**config.mk**
```make
export PLATFORM = sky130hd
export DESIGN_NAME = shift_and_subtract_binary_divider
export DESIGN_NICKNAME = d
export VERILOG_FILES = /design/src/rtl/shift_and_subtract_binary_divider.sv
export SDC_FILE = /design/constraint.sdc
export NUM_CORES = 1
export LEC_CHECK = 0
export BUFFER_PORTS_ARGS = -buffer_cell sky130_fd_sc_hd__buf_4
export CORE_ASPECT_RATIO = 0.9
export CORE_UTILIZATION = 61
export DETAILED_ROUTE_END_ITERATION = 6
export PLACE_DENSITY = 0.87
export SLEW_MARGIN = 20
export SYNTH_ARGS = -nofsm -noshare
export SYNTH_HDL_FRONTEND = slang
export SYNTH_SLANG_ARGS = --single-unit
```
**constraint.sdc**
```tcl
create_clock -name clk -period 3.5 [get_ports clk]
set_clock_uncertainty 0.2 [all_clocks]
set_input_delay 0.7 -clock clk [delete_from_list [all_inputs] [get_ports clk]]
set_output_delay 0.7 -clock clk [all_outputs]
set_load 0.03 [all_outputs]
```
**src/rtl/shift_and_subtract_binary_divider.sv**
```systemverilog
// rtl/shift_and_subtract_binary_divider.sv - restoring divider, one quotient bit per clock
// Optional build macro: SIGNED_DIV_EN (two's-complement operands, truncating division)
module shift_and_subtract_binary_divider #(
  parameter int m = 8,
  parameter int n = 8
) (
  input  logic         clk,
  input  logic         rst,
  input  logic         start,
  input  logic [m-1:0] A,
  input  logic [n-1:0] B,
  output logic         busy,
  output logic         done,
  output logic [m-1:0] Q,
  output logic [n-1:0] R,
  output logic         div_by_zero
);

  localparam int CW = $clog2(m + 1);

  typedef enum logic [1:0] {IDLE, CALC, DONE} state_t;

  state_t        r_state;
  state_t        w_state_nx;
  logic [n:0]    r_rem;
  logic [m-1:0]  r_dvd;
  logic [m-1:0]  r_quo;
  logic [n-1:0]  r_b;
  logic [CW-1:0] r_cnt;
  logic [m-1:0]  r_q;
  logic [n-1:0]  r_r;
  logic          r_dbz;

  logic [m-1:0]  w_a_mag;
  logic [n-1:0]  w_b_mag;
  logic [n:0]    w_rem_sh;
  logic          w_ge;
  logic [n:0]    w_rem_nx;
  logic [m-1:0]  w_quo_nx;
  logic [m-1:0]  w_q_fin;
  logic [n-1:0]  w_r_fin;
  logic          w_b_zero;
  logic          w_last;

`ifdef SIGNED_DIV_EN
  logic r_sa;
  logic r_sb;
  // The unsigned core works on magnitudes; the most-negative value maps to itself, which still reads correctly as unsigned.
  assign w_a_mag = A[m-1] ? (~A + 1'b1) : A;
  assign w_b_mag = B[n-1] ? (~B + 1'b1) : B;
  assign w_q_fin = (r_sa ^ r_sb) ? (~w_quo_nx + 1'b1) : w_quo_nx;
  assign w_r_fin = r_sa ? (~w_rem_nx[n-1:0] + 1'b1) : w_rem_nx[n-1:0];
`else
  assign w_a_mag = A;
  assign w_b_mag = B;
  assign w_q_fin = w_quo_nx;
  assign w_r_fin = w_rem_nx[n-1:0];
`endif

  assign w_b_zero = (B == '0);
  assign w_last   = (r_cnt == CW'(1));
  assign w_rem_sh = {r_rem[n-1:0], r_dvd[m-1]};
  assign w_ge     = (w_rem_sh >= {1'b0, r_b});
  assign w_rem_nx = w_ge ? (w_rem_sh - {1'b0, r_b}) : w_rem_sh;
  assign w_quo_nx = {r_quo[m-2:0], w_ge};

  always_ff @(posedge clk) begin
    if (rst) r_state <= IDLE;
    else     r_state <= w_state_nx;
  end

  always_comb begin
    w_state_nx = r_state;
    case (r_state)
      IDLE:    if (start) w_state_nx = w_b_zero ? DONE : CALC;
      CALC:    if (w_last) w_state_nx = DONE;
      DONE:    w_state_nx = IDLE;
      default: w_state_nx = IDLE;
    endcase
  end

  always_ff @(posedge clk) begin
    if (rst) begin
      r_rem <= '0;
      r_dvd <= '0;
      r_quo <= '0;
      r_b   <= '0;
      r_cnt <= '0;
      r_q   <= '0;
      r_r   <= '0;
      r_dbz <= 1'b0;
`ifdef SIGNED_DIV_EN
      r_sa  <= 1'b0;
      r_sb  <= 1'b0;
`endif
    end else begin
      case (r_state)
        IDLE: if (start) begin
          r_rem <= '0;
          r_dvd <= w_a_mag;
          r_quo <= '0;
          r_b   <= w_b_mag;
          r_cnt <= CW'(m);
`ifdef SIGNED_DIV_EN
          r_sa  <= A[m-1];
          r_sb  <= B[n-1];
`endif
          if (w_b_zero) begin
            r_q   <= '1;
            r_r   <= '0;
            r_dbz <= 1'b1;
          end
        end
        CALC: begin
          r_rem <= w_rem_nx;
          r_dvd <= {r_dvd[m-2:0], 1'b0};
          r_quo <= w_quo_nx;
          r_cnt <= r_cnt - CW'(1);
          // Results are published on the same edge that enters DONE.
          if (w_last) begin
            r_q   <= w_q_fin;
            r_r   <= w_r_fin;
            r_dbz <= 1'b0;
          end
        end
        default: ;
      endcase
    end
  end

  assign busy        = (r_state == CALC);
  assign done        = (r_state == DONE);
  assign Q           = r_q;
  assign R           = r_r;
  assign div_by_zero = r_dbz;

endmodule
```
==> summary.txt <==
Setup path
  – Max Fanout on Critical Path: 27
  – CP Launch Type: register
  – Setup CP Type: reg2out
  – Data arrival time of the critical path: 1740 ps
  – Worst EP required: 2600 ps
  – R2R Setup Slk: 930 ps
  – Worst setup path start: r_state[1]
  – Critical R2R Launch: r_rem[4]
  – Crit. End Element: output pin

Synthesis
  – Synthesized flop and latch total: 54
  – Sequential element share of the synthesized area: 0.416
  – Largest area contributor in the netlist: dfxtp_1
  – Post-synth ARST share: 0
  – Yosys top cell area share: 0.416
  – Synth top area cells: dfxtp_1 42%, nor2_1 8.7%, mux2i_1 5.0%
  – Yosys warns: 0
  – EDFF count, synth: 0
  – Mapped Cells: 298
  – Syn Area/Cell: 8.72 µm²
  – Primary FF master, synth: dfxtp_1
  – Post-Syn Nets: 328
  – Synth unique cells: 50
  – Syn Std Cell Area: 2600 µm²

Floorplanning
  – Initial Util: 0.638
  – Die W: 70.8 µm
  – Core footprint: 4070 µm²
  – Die area: 4520 µm²
  – IO Count: 38
  – FP Rows: 22
  – Die height: 63.9 µm

Clock network
  – TritonCTS clock tree: done
  – CTS Buffer Depth: 2
  – CTS Hold Bufs: 0
  – Clock slew at reported path FFs: 90 ps
  – # H-tree levels: 2
  – Clock Latency Late Sink: 300 ps
  – CTS resizes: 0
  – Clock Root Buffer: clkbuf_8
  – CTS buffer count: 5
  – Post-CTS Setup Repair Bufs: 0
  – Clock Sinks: 54

Power
  – Leakage: 0.00122 µW
  – Overall power: 1570 µW
  – Maximum VDD drop: 0.325 mV
  – Pwr dens: 530 nW/µm²

Layout
  – Layout area overhead: 14.0%
  – FF+latch area: 1080 µm²
  – N_diodes: 0
  – Multi-input logic area: 1360 µm²
  – Fill count: 334
  – Layout cells sized above 1: 0.166
  – Nets: 355

GRT
  – Vias in the first global route: 2013
  – GR Overflow Total: 0
  – Initial antenna violation count: 0
  – Overall global routing resource usage: 0.254
  – First-pass GRT wire length: 9.28 mm
  – Largest net degree at the start of global routing: 45

STA
  – RSZ-0062 raised after global routing: no
  – Fin Hold WS: 253 ps
  – Fmax: 0.379 GHz
  – Hold Vio Cnt, Final: 0
  – Max Transition Viols Final: 0
  – Slew of the pin with the lowest slew margin: 705 ps
  – Final period utilization: 0.754
  – Setup TNS: 0 ps
  – Fin crit period: 2640 ps
  – Slew margin rel.: 0.528
  – Final setup vio count: 0

Place
  – GPL Wtd Cong: 0.918
  – DP HPWL: 3.91 mm
  – IO Port Bufs: 37

Job
  – Max Cap Viol: 0

Outcome
  – Outcome: finished, violations left
  – Failing checks: DRC

Min path
  – Hold Path Origin: R[4]
  – HP Class: reg2reg

Drt
  – DR iter-0 viols: 270
  – DRC viols: 8
  – WL/cell: 14.5 µm
  – Vias/cell: 6.05
  – Total number of vias: 2263
  – Routed Antenna Nets: 0
  – TritonRoute pass-1 iters: 7
  – Drt total wl: 5.43 mm
[cell usage after synthesis (7+ instances only)]
cell / n
nor2_1: 60
nand2_1: 11
a22oi_1: 9
clkbuf_1: 8
mux2i_1: 13
o21ai_1: 10
a21oi_1: 16
inv_1: 14
ha_1: 10
dfxtp_1: 54
a211oi_1: 15
buf_2: 7
[final cells by class]
cell class / instances / share of cell area
timing repair buffer: 40 / 0.101
multi-input combinational: 210 / 0.458
sequential: 54 / 0.365
tap: 48 / 0.0203
clock inverter: 2 / 0.0127
inverter: 14 / 0.0177
clock buffer: 6 / 0.0245
[per-stage QoR]
step	setup slack [ps]	utilization	std cells	instance area, µm²
after floorplan	1360	-	298	2600
after global placement	1010	0.700	366	2850
after detailed placement	983	0.700	366	2850
after CTS	867	0.727	374	2960
after global routing	734	0.727	374	2960
final	861	0.727	374	2960
[logic make-up after synthesis]
family                   count (synthesis)  synth area share
adder cells (fa/ha/maj)                 11            0.0559
buffers and inverters                   34            0.0612
XOR/XNOR                                 3            0.0101
AO/OA/AOI/OAI                           77             0.206
flip-flops                              54             0.416
AND/OR/NAND/NOR                        105             0.197
multiplexers                            14            0.0544
[state kept, by name, indices dropped and copies added, names as in the netlist]
name,count
R,8
r_dvd,8
div_by_zero,1
r_b,8
Q,8
r_state,2
r_cnt,4
r_rem,8
r_quo,7
[worst max-delay path, stage by stage, from the launching register on]
cell,delay [ps]
dfxtp_1,470
nand2b_1,150
buf_4,270
inv_1,280
buf_4,250
[report_power, final]
part	switching [µW]	internal (µW)	total (µW)
Clock	196	214	410
Combinational	280	196	476
Sequential	30.7	653	684
[layout by cell type, fill, tap and decap left out, types with 2 or more instances in the layout]
cell type  netlist  routed
o21ai_0          4       4
o21ai_1         10      10
nor2b_1          5       5
nand2b_1         3       3
nor3_1           5       5
a21oi_1         16      16
ha_1            10      10
a22o_1           4       4
nor4_1           3       3
a32oi_1          6       6
buf_4            2      40
xor2_1           2       2
mux2i_1         13      13
or3_1            3       3
nand2_1         11      11
nor2_1          60      60
dfxtp_1         54      54
a22oi_1          9       9
inv_1           14      14
a211oi_1        15      15
clkbuf_8         0       5
o2111a_1         2       2
o31ai_1          2       2
nand4_1          4       4
[per-layer routing]
metal | GRT usage | up-vias | wire [µm]
li1 | - | 1113 | -
met1 | 0.374 | 1053 | 2670
met2 | 0.389 | 90 | 2340
met3 | 0.0442 | 7 | 380
met4 | 0.0575 | 0 | 40
met5 | 0 | - | 0
[worst paths after layout]
kind | endpoint | cells after the start
max | busy | 4
min | R[4] | 2
max reg2reg | R[0] | 6
min reg2reg | R[4] | 2
Note: power is estimated with default switching activity, not from simulation.
